**src/rtl/fx_accum_seq.sv**
```systemverilog
// Block sequencer for the pipelined FX datapath: feeds one sample at a time
// with the running sum, waits out the datapath latency, and captures the result as the new sum.
module fx_accum_seq #(
   parameter int LATENCY = 40,
   parameter int CNT_W   = 16
) (
   input  logic             clk,
   input  logic             rst,
   input  logic             start,
   input  logic [CNT_W-1:0] count,
   input  logic             in_valid,
   input  logic [31:0]      in_data,
   output logic             in_ready,
   output logic             fx_clk_en,
   output logic [31:0]      fx_dataa,
   output logic [31:0]      fx_datab,
   input  logic [31:0]      fx_result,
   output logic             busy,
   output logic             done,
   output logic [31:0]      sum
);

   localparam int WAIT_W = (LATENCY < 1) ? 1 : $clog2(LATENCY + 1);
   localparam logic [WAIT_W-1:0] LAT_CNT = WAIT_W'(LATENCY);

   // Handshake: a sample is consumed in any cycle where in_valid && in_ready.
   typedef enum logic [1:0] {
      S_IDLE  = 2'd0,
      S_FETCH = 2'd1,
      S_WAIT  = 2'd2,
      S_DONE  = 2'd3
   } state_t;

   state_t             state_q;
   logic [CNT_W-1:0]   remaining_q;
   logic [WAIT_W-1:0]  wait_cnt_q;
   logic [31:0]        dataa_q;
   logic [31:0]        datab_q;
   logic [31:0]        sum_q;
   logic               busy_q;
   logic               done_q;

   always_ff @(posedge clk) begin
      if (rst) begin
         state_q     <= S_IDLE;
         remaining_q <= '0;
         wait_cnt_q  <= '0;
         dataa_q     <= '0;
         datab_q     <= '0;
         sum_q       <= '0;
         busy_q      <= 1'b0;
         done_q      <= 1'b0;
      end else begin
         done_q <= 1'b0;
         case (state_q)
            S_IDLE: begin
               if (start) begin
                  remaining_q <= count;
                  sum_q       <= '0;
                  busy_q      <= 1'b1;
                  if (count == '0) begin
                     state_q <= S_DONE;
                     done_q  <= 1'b1;
                  end else begin
                     state_q <= S_FETCH;
                  end
               end
            end
            S_FETCH: begin
               if (in_valid) begin
                  dataa_q    <= in_data;
                  datab_q    <= sum_q;
                  wait_cnt_q <= '0;
                  state_q    <= S_WAIT;
               end
            end
            S_WAIT: begin
               // The result for the presented operands is valid in the LATENCY-th wait cycle.
               if (wait_cnt_q == LAT_CNT) begin
                  sum_q       <= fx_result;
                  remaining_q <= remaining_q - CNT_W'(1);
                  if (remaining_q == CNT_W'(1)) begin
                     state_q <= S_DONE;
                     done_q  <= 1'b1;
                  end else begin
                     state_q <= S_FETCH;
                  end
               end else begin
                  wait_cnt_q <= wait_cnt_q + WAIT_W'(1);
               end
            end
            S_DONE: begin
               state_q <= S_IDLE;
               busy_q  <= 1'b0;
            end
            default: begin
               state_q <= S_IDLE;
               busy_q  <= 1'b0;
            end
         endcase
      end
   end

   assign in_ready  = (state_q == S_FETCH);
   assign fx_clk_en = (state_q != S_IDLE);
   assign fx_dataa  = dataa_q;
   assign fx_datab  = datab_q;
   assign busy      = busy_q;
   assign done      = done_q;
   assign sum       = sum_q;

endmodule

```
**config.mk**
```make
export PLATFORM = sky130hd
export DESIGN_NAME = fx_accum_seq
export DESIGN_NICKNAME = d
export VERILOG_FILES = /design/src/rtl/fx_accum_seq.sv
export SDC_FILE = /design/constraint.sdc
export NUM_CORES = 1
export LEC_CHECK = 0
export CELL_PAD_IN_SITES_DETAIL_PLACEMENT = 1
export CELL_PAD_IN_SITES_GLOBAL_PLACEMENT = 1
export CORE_ASPECT_RATIO = 1.75
export CORE_MARGIN = 10
export CORE_UTILIZATION = 33
export CTS_BUF_LIST = sky130_fd_sc_hd__clkbuf_8
export DETAILED_ROUTE_END_ITERATION = 10
export GPL_TIMING_DRIVEN = 0
export PLACE_DENSITY_LB_ADDON = 0.08
export SYNTH_ARGS = -nofsm -noshare
export SYNTH_HDL_FRONTEND = slang
export SYNTH_SLANG_ARGS = --single-unit
```
**constraint.sdc**
```tcl
create_clock -name clk -period 2.3 [get_ports clk]
set_clock_uncertainty 0.15 [all_clocks]
set_input_delay 0.345 -clock clk [delete_from_list [all_inputs] [get_ports clk]]
set_output_delay 0.345 -clock clk [all_outputs]
set_load 0.02 [all_outputs]
```
==> impl_metrics.toml, run 1 <==
[yosys]
synthMuxAreaShare_pct = 1.247
synthFlopType = "dfxtp_1"
synth_top_area_share_pct = 49.69
synth_xor_area_share_pct = 0.7128
ys_ff_latch = 122
seq_area_frac_synth_pct = 49.69
ys_warn_count = 0
synth_top_family_by_area = "simple AND/OR/NAND/NOR gates"
synth_area_sq_um = 4915
synthSimpleGateAreaFrac_pct = 23.60
synth-compound-area-share_pct = 19.40
synth_fp_nets = 682
synth_cells = 594
avgSynthCellArea_sq_um = 8.274
synthArstFlopShare_pct = 0
synth.distinct_cells = 56
synthAdderAreaFrac_pct = 1.018
synth-edff-count = 0
synth.top_cells.by_area = "dfxtp_1, nand2_1, a21oi_1"
synth_top_cell_by_area = "dfxtp_1"

[setup_path]
worstSetupStartpointType = "register"
setup.worst_path.end_class = "register"
crit_path_top_delay_cell = "or3b_4"
crit_chain = "inv_1 -> ha_1 -> or3b_4 -> nor4_2 -> mux2i_1 -> o22ai_1"
cp_data_required_time_ns = 2.42
cp_slowest_stage_delay_ns = 0.45
path_class = "reg2reg"
crit_buf_inv = 1
cp_max_fo = 6
crit_arrival_ns = 2.23
cp_top_family = "simple AND/OR/NAND/NOR gates"

[finish]
multiInputGateArea_sq_um = 2275
layout-drive-gt1-share_pct = 7.054
final_cell_mix = "clkdlybuf4s50_1, nand2_1, dfxtp_1"
final_nets = 883
diodes = 0
final_area_sq_um = 7435
final_common_cell = "clkdlybuf4s50_1"
areaGrowthSynthToFinish_pct = 51.27
register_area_sq_um = 2442
n_fill_cell = 1768

[timing]
hold_violations = 0
setup_ws_ns = 0.1921
period_share_pct = 91.65
relSlewSlack_pct = 54.22
drv_slew = 0
setup_tns_ns = 0
min_period_ns = 2.108
max_freq_mhz = 474.4
setup_viol = 0
rsz0062_at_grt = "no"
tightest_slew_ns = 0.6804

[global_route]
grt_remaining_overflow = 0
grt_max_degree = 17
track_usage_pct = 17.95
top_usage_layer = "met2"
antenna_found_initial = 0
grt_pass1_wl_microns = 29810
grtUsageMet2_pct = 34.12
grt_pass1_vias = 5639
met3_usage_pct = 6.073
use_met1_pct = 17.20

[pwr]
ir_drop_mv = 0.4394
p_leak_nw = 2.574
total_power_mw = 5.028
powerDensity_nw_per_um2 = 676.3

[worst_hold_path]
hp-class = "reg2reg"

[route]
vias = 5100
routed_wl_microns = 18580
dr.pass1.iters = 4
via_per_inst = 5.146
drt_iter0_drc = 203
route.detailed.drc = 0
routedWlPerCell_microns = 18.75
ant_nets = 0

[placed_design]
gp_congestion = 0.8505
port_buffers = 182
pre_cts_slack_ns = -0.07886
place_area_sq_um = 6965
dp_hpwl_microns = 14540

[clock_network]
clk_latency_ns = 0.43
cts_hold_buf = 0
cts.clk_slew.worst_paths_ns = 0.08
cts_tree = "built"
cts_setup_buffers = 0
numCtsBuffers = 17
clockBufferDepth = 2
htreeDepth = 4
cts.sinks = 122
cts_root_buffer = "clkbuf_8"

[floorplan]
dieHeight_microns = 181.4
start_util_pct = 33.29
core_area_sq_um = 14760
io_pins = 184
die_width_microns = 112.3
std_cell_rows = 59
dieArea_sq_um = 20370

[run_status]
status = "completed"

[job]
drv_cap = 0
-- routing by layer --
| metal | part of all wire [%] | wire length, microns |
|---|---|---|
| met1 | 37 | 6842 |
| met2 | 55 | 10260 |
| met3 | 6.2 | 1161 |
| met4 | 1.7 | 321 |
| met5 | 0 | 0 |
-- worst register-to-register path, delay by kind of cell, from the launching register on --
| kind | cells | cell delay [ns] |
|---|---|---|
| AOI/OAI and AO/OA | 1 | 0.10 |
| adders and majority gates | 1 | 0.21 |
| buffers and inverters | 1 | 0.11 |
| DFF | 1 | 0.39 |
| muxes | 1 | 0.23 |
| and+or+nand+nor | 2 | 0.77 |
-- through the flow --
step | hold WS, ns | utilization, % | std cells
6_report | 0.3060 | 50.36 | 991
5_1_grt | 0.2916 | 50.36 | 991
4_1_cts | 0.2783 | 50.28 | 991
3_5_place_dp | 0.2986 | 47.18 | 959
3_3_place_gp | 0.2920 | 47.18 | 959
2_1_floorplan | 0.3166 | - | 594
-- Yosys cell counts (4+ instances only) --
cell type,number
a211oi_1,6
a21oi_1,81
a22oi_1,35
a31oi_1,4
and2_1,4
buf_2,14
clkbuf_1,30
dfxtp_1,122
ha_1,4
inv_1,6
mux2i_1,5
nand2_1,136
nand2b_1,4
nand3_1,5
nand4_1,4
nor2_1,45
nor2b_1,4
nor3_1,15
nor4_1,6
o21ai_0,11
xor2_1,4
-- registers in the layout, indices dropped and copies added, names as in the netlist --
signal	flops
busy	1
done	1
remaining_q	16
fx_dataa	32
state_q	2
fx_datab	32
wait_cnt_q	6
sum	32
-- where the power goes --
part	leakage (nW)	switching, mW	internal (mW)	total, mW
Sequential	0.988	0.0496	2.16	2.21
Clock	0.224	0.906	1.25	2.16
Combinational	1.36	0.359	0.305	0.663
-- what timing repair did --
action                     in CTS  in global routing
pin swaps                       0                  1
setup endpoints to repair      31                  3
gates resized for setup         2                  3
cloned                          0                  0
-- cell type report --
class / instances / area share [%]
flip-flops and latches: 122 / 32.85
multi-input cells: 421 / 30.60
repair buffers: 182 / 24.52
clock buffers: 19 / 3.517
well taps: 183 / 3.080
clock inverters: 13 / 2.575
plain buffers: 45 / 2.558
inverters: 6 / 0.3029
-- logic make-up (layout without fill, tap and decap cells) --
kind of cell,Yosys count,count (layout)
adders and majority gates,4,4
muxes,6,6
AOI/OAI and AO/OA,157,157
buffers and inverters,51,265
DFF,122,122
xor gates and xnor gates,4,4
and+or+nand+nor,250,250
-- final timing paths --
path	slack, ns	to	from	cells after the start
hold / removal	0.31	fx_datab[31]$_SDFFE_PP0P_	fx_datab[31]$_SDFFE_PP0P_	2
setup / recovery	0.19	remaining_q[12]$_SDFFE_PP0P_	remaining_q[0]$_SDFFE_PP0P_	6
hold reg to reg	0.31	fx_datab[31]$_SDFFE_PP0P_	fx_datab[31]$_SDFFE_PP0P_	2
setup reg to reg	0.19	remaining_q[12]$_SDFFE_PP0P_	remaining_q[0]$_SDFFE_PP0P_	6
(Power assumes the default switching activity.)
==> run 2, diff against run 1 <==
- CORE_UTILIZATION: 33 -> 35
- PLACE_DENSITY: unset -> 0.89
- PLACE_DENSITY_LB_ADDON: 0.08 -> unset
- clock period: 2.3 -> 2.5 ns (I/O delays scaled with it)
==> impl_metrics.toml, run 2 (synthesis results as in run 1) <==
[run_status]
status = "completed"

[timing]
period_share_pct = 96.40
setup_tns_ns = 0
setup_viol = 0
setup_ws_ns = 0.09008
relSlewSlack_pct = 41.59
hold_slack_ns = 0.3043
max_freq_mhz = 415.0
tightest_slew_ns = 0.8682
drv_slew = 0
hold_violations = 0
rsz0062_at_grt = "no"
min_period_ns = 2.410

[pwr]
ir_drop_mv = 0.3709
p_sw_share_pct = 26.40
p_switching_mw = 1.208
clkPwrFrac_pct = 41.8
powerDensity_nw_per_um2 = 619.1
pwr-share-comb_pct = 13.7
pwr-share-seq_pct = 44.5
p_leak_nw = 2.553
p_int_mw = 3.369

[finish]
final_util_pct = 53.44
final_cell_mix = "clkdlybuf4s50_1, nand2_1, dfxtp_1"
areaGrowthSynthToFinish_pct = 50.43
n_fill_cell = 1668
final_nets = 883
final_common_cell = "clkdlybuf4s50_1"
layout-drive-gt1-share_pct = 6.436
diodes = 0
instances_no_fill = 985

[setup_path]
cp_top_family = "buffers and inverters"
r2r-end = "remaining_q[12]$_SDFFE_PP0P_"
crit_buf_inv = 2
path_class = "reg2out"
cp_data_required_time_ns = 1.98
worstSetupStartpointType = "register"
crit_chain = "buf_2 -> nor2b_1 -> clkdlybuf4s50_1"
crit_path_top_delay_cell = "clkdlybuf4s50_1"
cp_max_fo = 10
crit_arrival_ns = 1.88
rr_startpoint = "remaining_q[0]$_SDFFE_PP0P_"
setup.worst_path.end_class = "output port"
r2r_cells = 6
cp-endpoint = "in_ready"
startpoint = "state_q[0]$_SDFFE_PP0P_"
reg2reg_slack_ns = 0.20
worst-path-stages = 3
cp_slowest_stage_delay_ns = 0.66

[global_route]
grt_max_degree = 17
met3_usage_pct = 6.565
antenna_found_initial = 0
grt_remaining_overflow = 0
grt_pass1_vias = 5913
top_usage_layer = "met2"
track_usage_pct = 21.34
use_met1_pct = 19.75
grt_pass1_wl_microns = 32150
grtUsageMet2_pct = 38.77

[route]
route.detailed.drc = 0
via_per_inst = 5.407
dr.pass1.iters = 5
vias = 5326
drt_iter0_drc = 236
routedWlPerCell_microns = 21.23
ant_nets = 0
routed_wl_microns = 20910

[clock_network]
clockBufferDepth = 2
cts_root_buffer = "clkbuf_8"
cts_tree = "built"
clk_latency_ns = 0.43
htreeDepth = 4
cts.clk_slew.worst_paths_ns = 0.07
cts.sinks = 122
cts_hold_buf = 0
numCtsBuffers = 17

[floorplan]
die_width_microns = 109.6
start_util_pct = 35.52
core_area_sq_um = 13840
std_cell_rows = 57
dieArea_sq_um = 19370
io_pins = 184
dieHeight_microns = 176.8

[job]
drv_cap = 0

[placed_design]
post-place-cells = 953
port_buffers = 182
pre_cts_slack_ns = -0.01278
dp_hpwl_microns = 16300
gp_congestion = 0.9262

[worst_hold_path]
hp-class = "reg2reg"
run 2: worst min path at each step:
| stage | cells after the start | slack [ns] | to | startpoint |
|---|---|---|---|---|
| 6_report | 2 | 0.30 | fx_datab[5]$_SDFFE_PP0P_ | fx_datab[5]$_SDFFE_PP0P_ |
| 2_1_floorplan | 1 | 0.32 | remaining_q[15]$_SDFFE_PP0P_ | remaining_q[15]$_SDFFE_PP0P_ |
| 5_1_grt | 3 | 0.33 | fx_dataa[18]$_SDFFE_PP0P_ | in_data[18] |
| 4_1_cts | 2 | 0.31 | fx_datab[5]$_SDFFE_PP0P_ | fx_datab[5]$_SDFFE_PP0P_ |
| 3_3_place_gp | 2 | 0.29 | fx_dataa[15]$_SDFFE_PP0P_ | fx_dataa[15]$_SDFFE_PP0P_ |
| 3_5_place_dp | 2 | 0.30 | fx_datab[5]$_SDFFE_PP0P_ | fx_datab[5]$_SDFFE_PP0P_ |
run 2: per-layer routing:
metal	wire length, microns	up-vias
li1	-	2474
met5	0	-
met2	11240	213
met3	1438	69
met4	1251	0
met1	6984	2570
run 2: power by group through the flow:
stage	combinational (mW)	clock, mW	sequential, mW
after floorplan	0.285	0	2.09
after global placement	0.596	0	2.07
after detailed placement	0.617	0	2.08
after CTS	0.624	1.94	2.03
after global routing	0.669	2.04	2.04
final	0.628	1.91	2.03
run 2: final cells by class:
| cell class | instances | area [sq um] | share of cell area [%] |
|---|---|---|---|
| Buffer | 45 | 190.2 | 2.572 |
| Clock buffer | 18 | 247.7 | 3.351 |
| Clock inverter | 14 | 181.4 | 2.454 |
| Inverter | 6 | 22.52 | 0.3046 |
| Multi-Input combinational cell | 421 | 2266 | 30.65 |
| Sequential cell | 122 | 2442 | 33.03 |
| Tap cell | 177 | 221.5 | 2.995 |
| Timing Repair Buffer | 182 | 1822 | 24.64 |
run 2: repair_timing:
item,in CTS,in global routing
setup buffers,0,0
setup endpoints to repair,0,27
gates resized for setup,0,1
run 2: metrics by stage:
stage | power [mW] | area, sq um
4_1_cts | 4.600 | 7387
6_report | 4.577 | 7393
2_1_floorplan | 2.377 | 4915
3_3_place_gp | 2.668 | 6958
5_1_grt | 4.749 | 7393
3_5_place_dp | 2.695 | 6958
run 2: worst reg2reg max path: cells and delay by family, from the launching register on:
family,cells,cell delay [ns]
mux,1,0.25
fa+ha+maj,1,0.20
simple gates,2,0.94
buf+inv,1,0.12
compound gates,1,0.09
flops,1,0.39
